--- src/rtl/sdpram_bist_ctrl.sv ---
// Built-in self-test engine for simple dual-port RAMs: pattern write, optional
// byte-lane rewrite, latency-matched readback compare with error capture.
module sdpram_bist_ctrl #(
  parameter int ADDR_WIDTH = 7,
  parameter int DATA_WIDTH = 8,
  parameter int BE_WIDTH   = 1,
  parameter int OUTPUT_REG = 0,
  parameter int BE_TEST    = 0,
  parameter int ERR_CNT_W  = 8
) (
  input  logic                  wr_clk,
  input  logic                  tb_wr_rst,
  input  logic                  start,
  input  logic                  abort,
  input  logic [1:0]            pattern,
  output logic                  ram_wr_en,
  output logic [ADDR_WIDTH-1:0] ram_wr_addr,
  output logic [DATA_WIDTH-1:0] ram_wr_data,
  output logic [BE_WIDTH-1:0]   ram_wr_byte_en,
  output logic [ADDR_WIDTH-1:0] ram_rd_addr,
  output logic                  ram_rd_en,
  input  logic [DATA_WIDTH-1:0] ram_rd_data,
  output logic                  busy,
  output logic                  done,
  output logic                  pass,
  output logic [ERR_CNT_W-1:0]  err_cnt,
  output logic [ADDR_WIDTH-1:0] first_err_addr
);

  localparam int LW    = DATA_WIDTH / BE_WIDTH;
  localparam int RL    = 1 + OUTPUT_REG;
  localparam bit BE_PH = (BE_TEST != 0) && (BE_WIDTH > 1);
  localparam int IW    = ADDR_WIDTH + 1;

  typedef enum logic [2:0] {IDLE, WRITE, WRITE_BE, READ, DRAIN, DONE} state_e;

  function automatic logic [DATA_WIDTH-1:0] pat_f(input logic [1:0] p,
                                                  input logic [ADDR_WIDTH-1:0] a);
    logic [DATA_WIDTH+ADDR_WIDTH-1:0] ext;
    logic [DATA_WIDTH-1:0]            r;
    ext = {{DATA_WIDTH{1'b0}}, a};
    r   = '0;
    for (int b = 0; b < DATA_WIDTH; b++) begin
      case (p)
        2'd0:    r[b] = ~ext[b];
        2'd1:    r[b] = ext[b];
        2'd2:    r[b] = ((b % 2) == 0) ^ a[0];
        default: r[b] = (b == (int'(a) % DATA_WIDTH));
      endcase
    end
    return r;
  endfunction

  state_e                           state_q;
  logic [IW-1:0]                    idx_q;
  logic [1:0]                       pat_q;
  logic [1:0]                       drain_q;
  logic                             wr_en_q, busy_q, done_q, pass_q;
  logic [ADDR_WIDTH-1:0]            wr_addr_q, ferr_q;
  logic [DATA_WIDTH-1:0]            wr_data_q;
  logic [BE_WIDTH-1:0]              wr_be_q;
  logic [ERR_CNT_W-1:0]             err_q;
  logic [RL:0]                      vld_pipe;
  logic [RL:0][ADDR_WIDTH-1:0]      idx_pipe;

  logic [DATA_WIDTH-1:0] lane_inv, pat_cur, exp_d;
  logic [BE_WIDTH-1:0]   be_even;
  logic [ADDR_WIDTH-1:0] cur_addr;
  logic [IW-1:0]         idx_nxt;
  logic                  last, mismatch;

  // Even lanes are the ones rewritten with inverted data in the byte-lane phase.
  for (genvar b = 0; b < DATA_WIDTH; b++) begin : g_lane_inv
    assign lane_inv[b] = ((b / LW) % 2) == 0;
  end
  for (genvar k = 0; k < BE_WIDTH; k++) begin : g_be_even
    assign be_even[k] = (k % 2) == 0;
  end

  // At the end of a phase the index wraps to address 0, so the next phase's
  // first access is issued on the same edge without a bubble.
  assign cur_addr = idx_q[ADDR_WIDTH-1:0];
  assign last     = idx_q[ADDR_WIDTH];
  assign idx_nxt  = {1'b0, cur_addr} + 1'b1;
  assign pat_cur  = pat_f(pat_q, cur_addr);
  assign exp_d    = pat_f(pat_q, idx_pipe[RL]) ^ (BE_PH ? lane_inv : '0);
  assign mismatch = vld_pipe[RL] && !(busy_q && abort) && (ram_rd_data != exp_d);

  always_ff @(posedge wr_clk or posedge tb_wr_rst) begin
    if (tb_wr_rst) begin
      state_q   <= IDLE;
      idx_q     <= '0;
      pat_q     <= '0;
      drain_q   <= '0;
      wr_en_q   <= 1'b0;
      wr_addr_q <= '0;
      wr_data_q <= '0;
      wr_be_q   <= '0;
      vld_pipe  <= '0;
      idx_pipe  <= '0;
      busy_q    <= 1'b0;
      done_q    <= 1'b0;
      pass_q    <= 1'b0;
      err_q     <= '0;
      ferr_q    <= '0;
    end else begin
      wr_en_q     <= 1'b0;
      wr_be_q     <= '0;
      vld_pipe[0] <= 1'b0;
      for (int s = 1; s <= RL; s++) begin
        vld_pipe[s] <= vld_pipe[s-1];
        idx_pipe[s] <= idx_pipe[s-1];
      end
      if (mismatch) begin
        if (err_q != '1) err_q <= err_q + 1'b1;
        if (err_q == '0) ferr_q <= idx_pipe[RL];
      end
      if (busy_q && abort) begin
        state_q  <= IDLE;
        busy_q   <= 1'b0;
        vld_pipe <= '0;
      end else begin
        case (state_q)
          IDLE, DONE: begin
            if (start && !abort) begin
              state_q   <= WRITE;
              busy_q    <= 1'b1;
              done_q    <= 1'b0;
              pass_q    <= 1'b0;
              err_q     <= '0;
              ferr_q    <= '0;
              pat_q     <= pattern;
              wr_en_q   <= 1'b1;
              wr_addr_q <= '0;
              wr_data_q <= pat_f(pattern, '0);
              wr_be_q   <= '1;
              idx_q     <= IW'(1);
            end
          end
          WRITE: begin
            idx_q <= idx_nxt;
            if (!last) begin
              wr_en_q   <= 1'b1;
              wr_addr_q <= cur_addr;
              wr_data_q <= pat_cur;
              wr_be_q   <= '1;
            end else if (BE_PH) begin
              state_q   <= WRITE_BE;
              wr_en_q   <= 1'b1;
              wr_addr_q <= cur_addr;
              wr_data_q <= ~pat_cur;
              wr_be_q   <= be_even;
            end else begin
              state_q     <= READ;
              vld_pipe[0] <= 1'b1;
              idx_pipe[0] <= cur_addr;
            end
          end
          WRITE_BE: begin
            idx_q <= idx_nxt;
            if (!last) begin
              wr_en_q   <= 1'b1;
              wr_addr_q <= cur_addr;
              wr_data_q <= ~pat_cur;
              wr_be_q   <= be_even;
            end else begin
              state_q     <= READ;
              vld_pipe[0] <= 1'b1;
              idx_pipe[0] <= cur_addr;
            end
          end
          READ: begin
            if (!last) begin
              vld_pipe[0] <= 1'b1;
              idx_pipe[0] <= cur_addr;
              idx_q       <= idx_nxt;
            end else begin
              state_q <= DRAIN;
              drain_q <= '0;
            end
          end
          DRAIN: begin
            // Holds until the last compare has landed in err_q.
            if (drain_q == 2'(RL)) begin
              state_q <= DONE;
              busy_q  <= 1'b0;
              done_q  <= 1'b1;
              pass_q  <= (err_q == '0);
            end else begin
              drain_q <= drain_q + 1'b1;
            end
          end
          default: state_q <= IDLE;
        endcase
      end
    end
  end

  assign ram_wr_en      = wr_en_q;
  assign ram_wr_addr    = wr_addr_q;
  assign ram_wr_data    = wr_data_q;
  assign ram_wr_byte_en = wr_be_q;
  assign ram_rd_en      = vld_pipe[0];
  assign ram_rd_addr    = idx_pipe[0];
  assign busy           = busy_q;
  assign done           = done_q;
  assign pass           = pass_q;
  assign err_cnt        = err_q;
  assign first_err_addr = ferr_q;

endmodule
--- config.mk ---
export PLATFORM = sky130hd
export DESIGN_NAME = sdpram_bist_ctrl
export DESIGN_NICKNAME = d
export VERILOG_FILES = /design/src/rtl/sdpram_bist_ctrl.sv
export SDC_FILE = /design/constraint.sdc
export NUM_CORES = 1
export LEC_CHECK = 0
export ABC_AREA = 1
export ABC_CLOCK_PERIOD_IN_PS = 2200
export CORE_ASPECT_RATIO = 1.25
export CORE_UTILIZATION = 35
export CTS_CLUSTER_DIAMETER = 30
export DETAILED_ROUTE_END_ITERATION = 7
export SLEW_MARGIN = 10
export SYNTH_ARGS = -nofsm -noshare
export SYNTH_HDL_FRONTEND = slang
export SYNTH_SLANG_ARGS = --single-unit
--- constraint.sdc ---
create_clock -name wr_clk -period 2.2 [get_ports wr_clk]
set_input_delay 0.44 -clock wr_clk [delete_from_list [all_inputs] [get_ports wr_clk]]
set_output_delay 0.44 -clock wr_clk [all_outputs]
set_load 0.005 [all_outputs]
==> out/results.ini, run 1 <==
[timing]
fmax_ghz=0.521
worstMarginPinSlew_ns=0.435
finalSetupTns_ns=0
rsz0062_at_grt=false
hold_viol=0
final_max_slew_viol_count=0
fin_crit_sh_pct=87.3
clock_skew_ns=0.00709
relSlewSlack_pct=70.8
setup_violations=0
final.min_clock_period_ns=1.92

[worst_setup_path]
crit_family=simple AND/OR/NAND/NOR gates
cp-end-kind=flip-flop
cp.required_ns=2.43
crit_path_start_kind=flip-flop
cp_slowest_stage_delay_ns=0.41
worst-path-stages=12
crit_type=flip-flop to flip-flop
timing.rr.end=err_cnt[1]
crit_chain=ha_1 > nand3_1 > nor2_1 > inv_1 > nor2_1 > inv_1 > o21ai_1 > inv_1 > nand2_1 > nand2_1 > nand2_1 > nor2_1
r2r-start=err_cnt[0]
reg2reg_slack_ns=0.28
ff2ff_path_depth=12
critPathArrivalTime_ns=2.15
crit_path_max_fanout=5
slowest_stage=dfrtp_1
critPathBufInv=3

[cells_and_area]
ff_latch_area_um2=1630
final_layout_size_suffix_gt1_share_pct=7.76
multiInputGateArea_um2=1760
final_common_cell=nand2_1
finalNetCount=611
final_cell_mix=135 x nand2_1, 75 x inv_1, 63 x dfrtp_1
fill_cells=1082
synthToLayoutAreaGrowth_pct=24.8
fin_area_um2=4800
diodes=0

[yosys]
yosysSeqAreaShare_pct=42.3
synthArstFlopShare_pct=100
ys_seq_elements=65
yosys_warnings=0
synth-edff-count=0
synth_top_area_share_pct=42.3
yosys.area.top_type=dfrtp_1
synth_ff_type=dfrtp_1
synthTopCellsByArea=dfrtp_1 42%, nand2_1 13%, inv_1 7.5%
syn_nets=554
syn_inst=531
synth.distinct_cells=35
syn_avg_cell_area_um2=7.24
syn_area_um2=3840

[floorplan]
design.core.area_um2=10600
die_y_um=119
rows=42
die_w_um=95.7
io_pins=57
start_util_pct=36.2
dieArea_um2=11400

[min_path]
worstHoldPathType=input port to asynchronous set/reset pin

[drt]
drt_iter0_drc=178
drt-wirelength-per-cell_um=13.1
drt_wl_total_um=9480
drt_first_pass_iters=5
antenna_left=0
vias_per_cell=4.95
drc_errors=0
num_vias=3587

[outcome]
status=completed

[power]
peakVddDrop_mv=0.344
pwr-share-comb_pct=15.4
total_leakage_power_nw=2.39
clkPwrFrac_pct=40.7
intPower_mw=2.29
p_seq_share_pct=44.0
power.density_nw_per_um2=654
netSwitchingPower_mw=0.845
swShare_pct=27.0

[grt]
overflow=0
antenna_found_initial=0
grt_pass1_wl_um=15800
grt_pass1_vias=3339
grt_max_degree=54
track_usage_pct=18.2

[cts]
insertion_delay_ns=0.34
cts_tree=done
clock_sinks=65
postCtsSetupBuffers=0
cts_max_level=3
cts_buffers=9
path_clk_slew_ns=0.05
cts_root_buf=clkbuf_16
clockBufferDepth=2

[placement]
place.gp.congestion=0.855
place_area_um2=4520
dpl.hpwl_um=7120
io_buffers=56

[run]
drv_cap=0

-- power groups by stage --
stage               Sequential [mW]  Clock, mW  Combinational (mW)
floorplan                      1.39          0               0.251
global placement               1.40          0               0.471
detailed placement             1.40          0               0.488
CTS                            1.38       1.31               0.491
global route                   1.39       1.36               0.559
finish                         1.38       1.27               0.482
-- synthesized netlist by cell type, drive strengths merged, types with 4 or more instances --
cell and number:
a211oi 4, a21oi 26, buf 19, dfrtp 65, ha 9, inv 79, nand2 138, nand3 39
nand4 7, nor2 60, nor3 4, o211ai 4, o21ai 51, o22ai 4, o31ai 8
-- sequential cells by signal, indices dropped and copies added, names as in the netlist --
| register | cells |
|---|---|
| pass | 1 |
| pat_q | 2 |
| busy | 1 |
| ram_wr_data | 8 |
| idx_q | 8 |
| vld_pipe | 2 |
| done | 1 |
| ram_rd_addr | 7 |
| err_cnt | 8 |
| idx_pipe | 7 |
| first_err_addr | 7 |
| state_q | 3 |
| drain_q | 2 |
| ram_wr_byte_en | 1 |
| ram_wr_addr | 7 |
-- layout make-up --
class                           instances  area share (%)
Clock buffer                           10            4.77
Clock inverter                          6           0.730
Inverter                               82            6.52
Multi-Input combinational cell        362            36.7
Sequential cell                        65            34.0
Tap cell                              132            3.44
Timing Repair Buffer                   68            13.8
-- logic make-up (layout without fill, tap and decap cells) --
kind of cell,Yosys count,in the layout,synth area share (%)
buffers and inverters,104,166,12.0
flip-flops,65,65,42.3
adder cells (fa/ha/maj),9,9,2.93
AO/OA/AOI/OAI,102,102,15.1
multiplexers,1,1,0.260
AND/OR/NAND/NOR,250,250,27.4
-- worst register-to-register path, cell delays in order, from the launching register on --
cell,delay [ns]
dfrtp_1,0.41
ha_1,0.20
nand3_1,0.11
nor2_1,0.13
inv_1,0.07
nor2_1,0.12
inv_1,0.05
o21ai_1,0.30
inv_1,0.12
nand2_1,0.14
nand2_1,0.07
nand2_1,0.05
nor2_1,0.04
-- what timing repair did --
item / 4_1_cts / 5_1_grt
hold buffers: 0 / 0
endpoints found under the setup margin: 0 / 16
gates resized for setup: 0 / 5
-- worst max-delay path by stage --
stage               slack, ns             end  startpoint
finish                   0.28      err_cnt[1]  err_cnt[0]
floorplan                0.13            busy   tb_wr_rst
global route             0.06  ram_wr_data[3]  state_q[2]
global placement         0.19  ram_wr_data[7]       start
detailed placement       0.14      err_cnt[1]    pat_q[0]
CTS                      0.13      err_cnt[0]    pat_q[0]
-- stage by stage --
stage | util [%] | instances | total power, mW | setup WS, ns | hold slack (ns)
final | 45.2 | 725 | 3.13 | 0.279 | 0.372
after global routing | 45.2 | 725 | 3.31 | 0.0589 | 0.395
after CTS | 45.1 | 725 | 3.18 | 0.131 | 0.373
after detailed placement | 42.6 | 709 | 1.89 | 0.144 | 0.387
after global placement | 42.6 | 709 | 1.87 | 0.194 | 0.393
after floorplan | - | 531 | 1.64 | 0.134 | 0.375
-- per-layer routing --
metal  vias to the layer above  wire length (um)  GRT usage, %
met4                         0               203          8.12
met3                        15               401          4.09
met5                         -                 0             0
li1                       1815                 -             -
met1                      1677              4090          22.1
met2                        80              4780          30.4
(Power assumes the default switching activity.)
==> inputs of run 2 (changes only) <==
--- a/config.mk
+++ b/config.mk
@@ -11,6 +11,7 @@
 export CORE_UTILIZATION = 35
 export CTS_CLUSTER_DIAMETER = 30
 export DETAILED_ROUTE_END_ITERATION = 7
+export SETUP_SLACK_MARGIN = 0.1
 export SLEW_MARGIN = 10
 export SYNTH_ARGS = -nofsm -noshare
 export SYNTH_HDL_FRONTEND = slang
==> run 2 against run 1 <==
Net effect: utilization is 0.24 points higher; cell area is 0.52% higher; combinational power hardly changed; critical path type unchanged; largest cell class unchanged.
==> out/results.ini, run 2 (same netlist as run 1, synthesis figures left out) <==
[worst_setup_path]
crit_path_start=idx_q[0]
slowest_stage=dfrtp_1
r2r-start=idx_q[0]
crit_path_max_fanout=8  ; +3
cp_slowest_stage_delay_ns=0.46  ; +0.05 ns
crit_chain=inv_1 > ha_1 > a21oi_1 > a211oi_1 > o21ai_0 > a21oi_1 > o21ai_0
cp.required_ns=2.41  ; -0.02 ns
cp-end-kind=flip-flop
crit_type=flip-flop to flip-flop
timing.rr.end=ram_wr_data[0]
critPathArrivalTime_ns=2.13  ; -0.02 ns
ff2ff_path_depth=7  ; -5
reg2reg_slack_ns=0.28  ; about the same
crit_path_start_kind=flip-flop

[cts]
cts_max_level=3  ; unchanged
path_clk_slew_ns=0.05  ; about the same
cts_buffers=9  ; unchanged
clockBufferDepth=2  ; unchanged
clock_sinks=65  ; unchanged
hold_buffers=0  ; unchanged
insertion_delay_ns=0.34  ; about the same
cts_tree=done
cts_root_buf=clkbuf_16

[drt]
drc_errors=0  ; unchanged
drt_wl_total_um=9490  ; +0.14%
vias_per_cell=4.92  ; -0.52%
drt_iter0_drc=179  ; +0.56%
num_vias=3583  ; -0.11%
drt-wirelength-per-cell_um=13.0  ; -0.28%
antenna_left=0  ; unchanged
drt_first_pass_iters=4  ; -1

[cells_and_area]
final_layout_size_suffix_gt1_share_pct=8.39  ; +0.63 points
final_common_cell=nand2_1
fill_cells=1075  ; -0.65%
diodes=0  ; unchanged
ff_latch_area_um2=1630  ; unchanged
finalNetCount=614  ; +0.49%
final_cell_mix=135 x nand2_1, 75 x inv_1, 63 x dfrtp_1
layout.cells.non_filler=728  ; +0.41%
multiInputGateArea_um2=1760  ; +0.14%
synthToLayoutAreaGrowth_pct=25.4

[grt]
track_usage_pct=18.2  ; unchanged
overflow=0  ; unchanged
gr-usage-met3_pct=4.09  ; unchanged
grt_pass1_wl_um=15800  ; unchanged
antenna_found_initial=0  ; unchanged
top_usage_layer=met2
use_met1_pct=22.1  ; unchanged
grt_pass1_vias=3339  ; unchanged
use_met2_pct=30.4  ; unchanged
grt_max_degree=54  ; unchanged

[floorplan]
die_w_um=95.7  ; unchanged
die_y_um=119  ; unchanged
start_util_pct=36.2  ; unchanged
io_pins=57  ; unchanged
rows=42  ; unchanged
dieArea_um2=11400  ; unchanged
design.core.area_um2=10600  ; unchanged

[timing]
rsz0062_at_grt=true
worstMarginPinSlew_ns=0.442  ; +0.00690 ns
setup_violations=0  ; unchanged
finalSetupTns_ns=0  ; unchanged
hold_viol=0  ; unchanged
relSlewSlack_pct=70.4  ; -0.46 points
fmax_ghz=0.520  ; about the same
clock_skew_ns=0.00720  ; +0.000100 ns
final_max_slew_viol_count=0  ; unchanged
final.min_clock_period_ns=1.92  ; +0.000567 ns
whs_ns=0.373  ; +0.00132 ns
fin_crit_sh_pct=87.3  ; about the same

[min_path]
worstHoldPathType=input port to asynchronous set/reset pin

[placement]
dpl.hpwl_um=7120  ; unchanged
io_buffers=56  ; unchanged
dp.cells=709  ; unchanged
place.gp.congestion=0.855  ; unchanged

[run]
drv_cap=0  ; unchanged

[power]
total_leakage_power_nw=2.40  ; +0.66%
power.density_nw_per_um2=650  ; -0.50%
peakVddDrop_mv=0.345  ; about the same

[outcome]
status=completed

-- run 2: through the flow --
| stage | power (mW) | util [%] | worst slack, ns | instance area, um2 |
|---|---|---|---|---|
| floorplan | 1.64 | - | 0.134 | 3840 |
| global placement | 1.87 | 42.6 | 0.194 | 4520 |
| detailed placement | 1.89 | 42.6 | 0.144 | 4520 |
| CTS | 3.18 | 45.1 | 0.131 | 4790 |
| global route | 3.31 | 45.4 | 0.0836 | 4820 |
| finish | 3.14 | 45.4 | 0.278 | 4820 |
-- run 2: how the worst max path moves through the flow --
stage | slack (ns) | end | cells after the start
finish | 0.28 | ram_wr_data[0] | 7
global route | 0.08 | err_cnt[1] | 12
CTS | 0.13 | err_cnt[0] | 14
floorplan | 0.13 | busy | 1
detailed placement | 0.14 | err_cnt[1] | 14
global placement | 0.19 | ram_wr_data[7] | 8
-- run 2: cell type report --
cell class / count / area share, %
timing repair buffer: 71 / 14.2
clock buffer: 10 / 4.75
clock inverter: 6 / 0.727
inverter: 82 / 6.49
multi-input combinational: 362 / 36.6
sequential: 65 / 33.8
tap: 132 / 3.43
-- run 2: what timing repair did --
action | CTS | global route
buffers inserted | 0 | 3
endpoints found under the setup margin | 0 | 29
resized for setup | 0 | 6
-- run 2: report_power, final --
part / total (mW) / internal, mW / switching [mW]
clock network: 1.28 / 0.752 / 0.523
logic: 0.482 / 0.262 / 0.220
registers: 1.38 / 1.28 / 0.103
total: 3.14 / 2.29 / 0.846
-- run 2: critical path: cells and delay by family, from the launching register on --
family          cells  cell delay (ns)
compound gates      5             0.83
buf+inv             1             0.28
fa+ha+maj           1             0.23
flops               1             0.46
-- run 2: metal layers --
metal,part of all wire [%],routed length (um),up-vias
met2,51,4800,65
met3,3.8,359,15
met4,2.2,206,0
met5,0,0,-
met1,43,4120,1685
li1,-,-,1818
